$ cat config.mk
export PLATFORM = sky130hd
export DESIGN_NAME = crc_frame_tx
export DESIGN_NICKNAME = d
export VERILOG_FILES = /design/src/rtl/crc_frame_tx_pkg.sv /design/src/rtl/crc_frame_out_reg.sv /design/src/rtl/crc_frame_tx.sv
export SDC_FILE = /design/constraint.sdc
export NUM_CORES = 1
export LEC_CHECK = 0
export CAP_MARGIN = 0
export CORE_UTILIZATION = 36
export CTS_BUF_LIST = sky130_fd_sc_hd__clkbuf_8
export DETAILED_ROUTE_END_ITERATION = 10
export GPL_TIMING_DRIVEN = 0
export HOLD_SLACK_MARGIN = 0.03
export PLACE_DENSITY = 0.83
export SYNTH_ARGS = -nofsm -noshare
export SYNTH_HDL_FRONTEND = slang
export SYNTH_SLANG_ARGS = --single-unit
$ cat constraint.sdc
create_clock -name clk -period 3.2 [get_ports clk]
set_clock_uncertainty 0.15 [all_clocks]
set_input_delay 0.48 -clock clk [delete_from_list [all_inputs] [get_ports clk]]
set_output_delay 0.48 -clock clk [all_outputs]
set_load 0.03 [all_outputs]
$ cat src/rtl/crc_frame_tx_pkg.sv
// Shared types and defaults for the CRC-32 transmit framer.
package crc_frame_tx_pkg;

  localparam int unsigned DefDataBits = 64;
  localparam int unsigned DefCrcBits  = 32;
  localparam logic [31:0] DefFinalXor = 32'hFFFFFFFF;

  typedef enum logic [1:0] {
    StIdle,
    StClear,
    StPass,
    StTrailer
  } state_e;

endpackage

$ cat src/rtl/crc_frame_out_reg.sv
// Single-entry output register: loads when free, holds data while stalled.
module crc_frame_out_reg #(
  parameter int unsigned DATA_BITS = 64
) (
  input  logic                 clk,
  input  logic                 rst,
  input  logic                 load,
  input  logic [DATA_BITS-1:0] load_data,
  input  logic                 load_last,
  input  logic                 m_ready,
  output logic [DATA_BITS-1:0] m_data,
  output logic                 m_valid,
  output logic                 m_last,
  output logic                 free
);

  logic [DATA_BITS-1:0] data_q;
  logic                 valid_q;
  logic                 last_q;

  always_ff @(posedge clk or posedge rst) begin
    if (rst) begin
      data_q  <= '0;
      valid_q <= 1'b0;
      last_q  <= 1'b0;
    end else if (load) begin
      data_q  <= load_data;
      valid_q <= 1'b1;
      last_q  <= load_last;
    end else if (m_ready) begin
      valid_q <= 1'b0;
    end
  end

  assign free    = !valid_q || m_ready;
  assign m_data  = data_q;
  assign m_valid = valid_q;
  assign m_last  = last_q;

endmodule

$ cat src/rtl/crc_frame_tx.sv
// Transmit framer: forwards payload words, feeds the external CRC engine and
// appends a trailer word carrying the final FCS.
module crc_frame_tx
  import crc_frame_tx_pkg::*;
#(
  parameter int unsigned          DATA_BITS = DefDataBits,
  parameter int unsigned          CRC_BITS  = DefCrcBits,
  parameter int unsigned          MAX_WORDS = 256,
  parameter logic [CRC_BITS-1:0]  FINAL_XOR = DefFinalXor,
  parameter int unsigned          CNT_BITS  = 16
) (
  input  logic                 clk,
  input  logic                 rst,
  input  logic [DATA_BITS-1:0] s_data,
  input  logic                 s_valid,
  input  logic                 s_last,
  output logic                 s_ready,
  output logic [DATA_BITS-1:0] m_data,
  output logic                 m_valid,
  output logic                 m_last,
  input  logic                 m_ready,
  output logic                 crc_clr,
  output logic [DATA_BITS-1:0] crc_data,
  output logic                 crc_data_valid,
  input  logic [CRC_BITS-1:0]  crc_in,
  output logic [CNT_BITS-1:0]  frame_cnt,
  output logic                 err_len
);

  localparam int unsigned      WcBits  = (MAX_WORDS > 1) ? $clog2(MAX_WORDS) : 1;
  localparam logic [WcBits-1:0] LastIdx = WcBits'(MAX_WORDS - 1);

  state_e               state_q;
  logic [WcBits-1:0]    wcnt_q;
  logic                 err_len_q;
  logic [CNT_BITS-1:0]  frame_cnt_q;

  logic                 free;
  logic                 accept;
  logic                 trailer_load;
  logic [DATA_BITS-1:0] trailer_word;
  logic [DATA_BITS-1:0] load_data;

  always_comb begin
    accept       = (state_q == StPass) && s_valid && free;
    trailer_load = (state_q == StTrailer) && free;
    trailer_word = '0;
    trailer_word[CRC_BITS-1:0] = crc_in ^ FINAL_XOR;
    load_data    = trailer_load ? trailer_word : s_data;
  end

  assign s_ready        = (state_q == StPass) && free;
  assign crc_clr        = (state_q == StClear);
  assign crc_data       = s_data;
  assign crc_data_valid = accept;
  assign frame_cnt      = frame_cnt_q;
  assign err_len        = err_len_q;

  always_ff @(posedge clk or posedge rst) begin
    if (rst) begin
      state_q     <= StIdle;
      wcnt_q      <= '0;
      err_len_q   <= 1'b0;
      frame_cnt_q <= '0;
    end else begin
      err_len_q <= 1'b0;
      if (m_valid && m_ready && m_last) frame_cnt_q <= frame_cnt_q + CNT_BITS'(1);
      case (state_q)
        // The waiting word is not consumed here; it is accepted in StPass.
        StIdle: if (s_valid) state_q <= StClear;
        StClear: begin
          wcnt_q  <= '0;
          state_q <= StPass;
        end
        StPass: begin
          if (accept) begin
            wcnt_q <= wcnt_q + WcBits'(1);
            if (s_last || wcnt_q == LastIdx) begin
              state_q   <= StTrailer;
              err_len_q <= !s_last;
            end
          end
        end
        StTrailer: if (free) state_q <= StIdle;
        default:   state_q <= StIdle;
      endcase
    end
  end

  crc_frame_out_reg #(
    .DATA_BITS (DATA_BITS)
  ) u_out_reg (
    .clk       (clk),
    .rst       (rst),
    .load      (accept || trailer_load),
    .load_data (load_data),
    .load_last (trailer_load),
    .m_ready   (m_ready),
    .m_data    (m_data),
    .m_valid   (m_valid),
    .m_last    (m_last),
    .free      (free)
  );

endmodule

# Word-level counts from Yosys, hierarchy flattened
# Index checks and enable logic that the tools add are counted.
totals:
  regBits: 93
  in_bits: 101
  out_inout_bits: 150
  word_cells: 47
op_classes:
  n_addsub: 2
  n_eq_ne: 8
  n_mux: 13
  bitwise: 1
  reduce_logical: 16
op_table:
  columns: ["op", "count"]
  rows:
  - ["2-to-1 mux 64 bit", 1]
  - ["inverter 32 bit", 1]
  - ["adder 16 x 1 -> 16 bit (second input constant)", 1]
  - ["case mux 8 bit (2 select lines)", 1]
  - ["adder 8 x 1 -> 8 bit (second input constant)", 1]
  - ["== test 8 bit (second input constant)", 1]
  - ["2-to-1 mux 2 bit", 4]
  - ["2-to-1 mux 8 bit", 1]
  - ["case mux 2 bit (4 select lines)", 1]
  - ["logical AND 1 bit", 6]
  - ["!= test 2 bit (second input constant)", 3]
  - ["2-to-1 mux 1 bit", 5]
  - ["== test 2 bit (second input constant)", 2]
  - ["AND reduction 4 bit", 1]
  - ["nonzero test 2 bit", 2]
  - ["logical OR 1 bit", 3]
  - ["== test 2 x 1 -> 1 bit (second input constant)", 1]
  - ["logical NOT 1 bit", 2]
  - ["logical NOT 2 bit", 1]
  - ["!= test 2 x 1 -> 1 bit (second input constant)", 1]
  - ["AND reduction 2 bit", 1]

# Logic depth before layout (Yosys ltp)
logic_depth:
  word_depth: 5
  depth_mapped: 8
  ltp_nobuf: 6

# Modules after synthesis
# A second synthesis with hierarchy kept.
hier_totals:
  hier_cells: 439
  area_unflattened_um2: 4947.2
modules_own_cells:
  columns: ["module", "n_inst", "cells_per_inst", "area_each_um2", "seq_area_each_um2"]
  rows:
  - ["crc_frame_out_reg", 1, 141, 2612.5, 1651.6]
  - ["crc_frame_tx", 1, 298, 2334.7, 675.6]

# Least setup slack after synthesis
# Ideal clock, no wire load.
synth_timing:
  path_type: "register to register"
  start: "register u_out_reg.valid_q (netlist: u_out_reg.m_valid)"
  end: "register state_q[1]"
  setup_ns: 0.128
  arrival_ns: 1.589
  required_ns: 2.922
  slack_ns: 1.334
  stages_incl_launch_ff: 6
  path_buffers: 1
  synth_period_minus_slack_ns: 1.866
  path_cell_list: "dfrtp_1 nand2b_1 buf_6 nand2_1 a2111oi_2 mux2_1"
synth_between:
  elab_chain_cells: 5
  word_cells_on_any_way: 6
  cone_classes: "2 x eq/ne; 4 x reduce/logical"
synth_lines:
  columns: ["item", "line_no", "source"]
  rows:
  - ["start: declaration", "crc_frame_out_reg.sv:18", "logic valid_q;"]
  - ["start signal: assignment", "crc_frame_out_reg.sv:24", "valid_q <= 1'b0;"]
  - ["start signal: assignment", "crc_frame_out_reg.sv:28", "valid_q <= 1'b1;"]
  - ["start signal: assignment", "crc_frame_out_reg.sv:31", "valid_q <= 1'b0;"]
  - ["logical NOT 1 bit (*)", "crc_frame_out_reg.sv:35", "assign free = !valid_q || m_ready;"]
  - ["logical OR 1 bit (*)", "crc_frame_out_reg.sv:35", null]
  - ["logical AND 1 bit", "crc_frame_tx.sv:45", "accept = (state_q == StPass) && s_valid && free;"]
  - ["!= test 2 bit (no line)", null, null]
  - ["AND reduction 4 bit (no line) (*)", null, null]
  - ["end signal: assignment", "crc_frame_tx.sv:61", "state_q <= StIdle;"]
  - ["end signal: assignment", "crc_frame_tx.sv:70", "StIdle: if (s_valid) state_q <= StClear;"]
  - ["end signal: assignment", "crc_frame_tx.sv:73", "state_q <= StPass;"]
  - ["end: declaration", "crc_frame_tx.sv:33", "state_e state_q;"]
# Every way passes the cells marked *; elsewhere a longest branch is shown, timed or not.
# A chain may end at the register's enable or synchronous reset.

# Worst setup path in the final report
layout_timing:
  start: "input m_ready"
  end: "output crc_data_valid"
layout_between:
  elab_chain_cells: 2
layout_lines:
  columns: ["item", "line_no", "source"]
  rows:
  - ["start: declaration", "crc_frame_tx.sv:21", "input logic m_ready,"]
  - ["logical OR 1 bit", "crc_frame_out_reg.sv:35", null]
  - ["logical AND 1 bit", "crc_frame_tx.sv:45", null]
  - ["end: declaration", "crc_frame_tx.sv:24", "output logic crc_data_valid,"]
# Every way passes these cells.

==> results <==
==> kinds of logic (layout without fill, tap and decap cells) <==
logic type / count (synthesis) / in the layout / synth area share (%)
DFF: 93 / 93 / 50.8
buffers and inverters: 85 / 352 / 13.1
muxes: 67 / 67 / 14.7
and+or+nand+nor: 66 / 66 / 8.66
AOI/OAI and AO/OA: 43 / 43 / 7.79
xor gates and xnor gates: 17 / 17 / 3.25
adders and majority gates: 6 / 6 / 1.64
==> flip-flops by register name, indices dropped and copies added, names as in the netlist <==
| name | cells |
|---|---|
| err_len | 1 |
| u_out_reg.m_valid | 1 |
| u_out_reg.m_data | 64 |
| state_q | 2 |
| frame_cnt | 16 |
| u_out_reg.m_last | 1 |
| wcnt_q | 8 |
==> area by class of cell <==
cell class	count	share of cell area (%)
Buffer	78	7.57
Timing Repair Buffer	251	33.5
Tap cell	168	2.78
Clock inverter	5	1.08
Multi-Input combinational cell	199	21.9
Sequential cell	93	30.8
Inverter	7	0.414
Clock buffer	11	2.00
==> cells in the final DEF, fill, tap and decap left out, types with 2 or more instances in the layout <==
cell type / synthesis / layout
sky130_fd_sc_hd__xor2_1: 7 / 7
sky130_fd_sc_hd__a21oi_1: 3 / 3
sky130_fd_sc_hd__mux2i_1: 65 / 65
sky130_fd_sc_hd__o21ai_0: 4 / 4
sky130_fd_sc_hd__inv_4: 1 / 2
sky130_fd_sc_hd__and4_1: 4 / 4
sky130_fd_sc_hd__nor2_1: 7 / 7
sky130_fd_sc_hd__and2_1: 3 / 3
sky130_fd_sc_hd__clkbuf_1: 3 / 3
sky130_fd_sc_hd__or3_1: 2 / 2
sky130_fd_sc_hd__ha_1: 6 / 6
sky130_fd_sc_hd__nand2_1: 16 / 16
sky130_fd_sc_hd__and3_1: 2 / 2
sky130_fd_sc_hd__clkdlybuf4s50_1: 0 / 249
sky130_fd_sc_hd__dfrtp_1: 93 / 93
sky130_fd_sc_hd__buf_2: 7 / 7
sky130_fd_sc_hd__bufinv_16: 0 / 2
sky130_fd_sc_hd__nand3_1: 8 / 8
sky130_fd_sc_hd__a22o_1: 32 / 32
sky130_fd_sc_hd__nor2b_1: 2 / 2
sky130_fd_sc_hd__inv_1: 6 / 5
sky130_fd_sc_hd__buf_4: 64 / 64
sky130_fd_sc_hd__nand4_1: 11 / 11
sky130_fd_sc_hd__xnor2_1: 10 / 10
sky130_fd_sc_hd__nand2b_1: 4 / 4
sky130_fd_sc_hd__clkbuf_8: 0 / 11
sky130_fd_sc_hd__buf_6: 4 / 4
==> worst max-delay path, cell delays in order <==
cell,delay (ns)
sky130_fd_sc_hd__clkdlybuf4s50_1,0.55
sky130_fd_sc_hd__nand2b_1,0.14
sky130_fd_sc_hd__buf_6,0.16
sky130_fd_sc_hd__nand3_4,0.13
sky130_fd_sc_hd__inv_4,0.19
sky130_fd_sc_hd__buf_6,0.21
sky130_fd_sc_hd__dlygate4sd2_1,0.42
==> power breakdown <==
group	switching (mW)	total [mW]	leakage, nW	internal [mW]
combinational	1.77	3.20	2.13	1.42
sequential	0.270	1.85	1.18	1.58
clock	0.420	0.905	0.116	0.485
total	2.46	5.95	3.42	3.48
==> cell usage after synthesis (all sizes together) (4+ instances only) <==
cell type	n	share of area (%)
a22o	32	6.1
and4	4	0.77
buf	75	12
dfrtp	93	51
ha	6	1.6
inv	7	0.63
mux2i	65	14
nand2	16	1.3
nand2b	4	0.55
nand3	9	1.3
nand4	12	2.0
nor2	8	0.71
o21ai	4	0.44
xnor2	10	1.9
xor2	7	1.3
==> path summary, 6_finish.rpt <==
| path | startpoint | to | slack (ns) | depth (start not counted) |
|---|---|---|---|---|
| max in group asynchronous | rst | u_out_reg.m_data[37]$_DFFE_PP0P_ | 1.97 | 3 |
| max reg2reg | state_q[0]$_DFFE_PP0P_ | u_out_reg.m_data[60]$_DFFE_PP0P_ | 1.02 | 8 |
| min | rst | frame_cnt[5]$_DFFE_PP0P_ | 0.28 | 2 |
| min reg2reg | frame_cnt[15]$_DFFE_PP0P_ | frame_cnt[15]$_DFFE_PP0P_ | 0.33 | 1 |
| min in group clk | frame_cnt[15]$_DFFE_PP0P_ | frame_cnt[15]$_DFFE_PP0P_ | 0.33 | 1 |
| max | m_ready | crc_data_valid | 0.28 | 7 |
==> layer usage <==
metal	track usage (%)	vias to the layer above	routed length, µm
met3	4.96	15	754
met2	37.7	144	7180
met1	22.8	1869	5080
li1	-	1802	-
met5	0	-	0
met4	6.84	0	175
==> repair_timing <==
| action | 4_1_cts | 5_1_grt |
|---|---|---|
| endpoints found under the setup margin | 1 | 0 |
| gates resized for setup | 1 | 0 |
| buffers inserted | 0 | 0 |
==> metrics.md <==
| Metric | Value |
|---|---|
| Outcome | `finished, final reports clean` |
| Synth Register Bits | `93` |
| Die Wd | `115 µm` |
| Final Max Slew Viols | `0` |
| Sequential fraction of the synthesis area | `50.8%` |
| Total power density per cell area | `787 nW/µm²` |
| GRT Residual Overflow | `0` |
| Total cell area at the placement stage | `7320 µm²` |
| Unique masters post-synth | `37` |
| Pin count of the biggest net entering global routing | `73` |
| Die ar. | `13200 µm²` |
| Total wirelength of the detailed-routed design | `around 13 mm` |
| Crit. End Element | `output pin` |
| Final count of negative-setup-slack endpoints | `0` |
| Slew HR | `67.9%` |
| Vias in the first global route | `about 4000` |
| Data arrival, critical path | `between 2 and 2.5 ns` |
| Clock transition at the registers of the reported paths | `0.09 ns` |
| Cell Area, Synth | `about 4600 µm²` |
| Largest fanout on the critical path | `10` |
| Final-layout worst hold slack | `0.278 ns` |
| Number of search-and-repair iterations in the first detailed-routing pass | `4` |
| First-iteration detailed-routing DRC count | `110` |
| Hold buffer count at CTS | `0` |
| WL/cell | `about 16 µm` |
| Worst hold-check path type | `input port to async pin` |
| Leakage power figure | `3.42 nW` |
| Vertical die dimension | `about 110 µm` |
| Number of vias after detailed routing | `3830` |
| Actual transition at the worst max-transition pin | `roughly 0.48 ns` |
| Antenna violations before repair | `0` |
| Final Critical Period | `2.92 ns` |
| Gr usage total | `20.4%` |
| Cell count after synthesis | `377` |
| Port Buffers | `250` |
| Inserted Clock Buffers | `9` |
| Average instance area after synthesis | `about 12 µm²` |
| Post-route clock period utilization | `91.4%` |
| # diodes | `0` |
| CTS Root Buffer Type | `sky130_fd_sc_hd__clkbuf_8` |
| Kind of launch point of the worst setup path | `input port` |
| Count of unresolved DRC violations after routing | `0` |
| Global-route wire length before repair | `20.6 mm` |
| Total of fill cells in the finished design | `1047` |
| Maximum buffer depth of the clock tree | `2` |
| Layout Utilization | `61.8%` |
| Setup repair after global routing missed its margin | `no` |
| Layout cells sized above 1 | `15.7%` |
| Non-Filler Instances | `812` |
| Post-synth EDFFs | `0` |
| FFs w/ async S/R, synth | `100%` |
| Worst slack after detailed placement | `-0.00431 ns` |
| Total negative setup slack | `0 ns` |
| Global placer's final weighted congestion | `about 0.8` |
| Via density per instance | `around 4.7` |
| Nets in the synthesized netlist | `484` |
| Final cell area excluding filler cells | `7550 µm²` |
| Worst setup margin | `~0.28 ns` |
| Number of cells in the design after placement | `about 800` |
| Total power draw | `5.95 mW` |
| IR Drop Worst-Case VDD | `395 µV` |
| Nets | `746` |
| Area of the placeable core | `12200 µm²` |
| Critical path type | `input port to output pin` |
| I/O Pins | `251` |
| Flip-flop and latch area | `about 2300 µm²` |
| Half-perimeter wire length after detailed placement | `10.4 mm` |
| Primary FF master, synth | `sky130_fd_sc_hd__dfrtp_1` |
| Sink count of the clock tree | `93` |
| Warnings, synthesis | `0` |
| Maximum clock frequency | `342 MHz` |
| Clock latency on the worst-skew pair | `0.35 ns` |
| CTS tree | `done` |
| Max Cap Viol | `0` |
| Starting utilization of the core area | `37.5%` |
| Number of nets with antenna violations after detailed routing | `0` |
| Endpoint required time on the critical path | `approximately 2.6 ns` |
| Layout overhead on the synthesized area | `65.0%` |
| Number of placement rows | `40` |
| Total count of hold-check failures in the final report | `0` |
| Combined area of the multi-input logic cells | `1650 µm²` |
| CTS H-tree lvls | `3` |
Note: power is estimated with default switching activity, not from simulation.
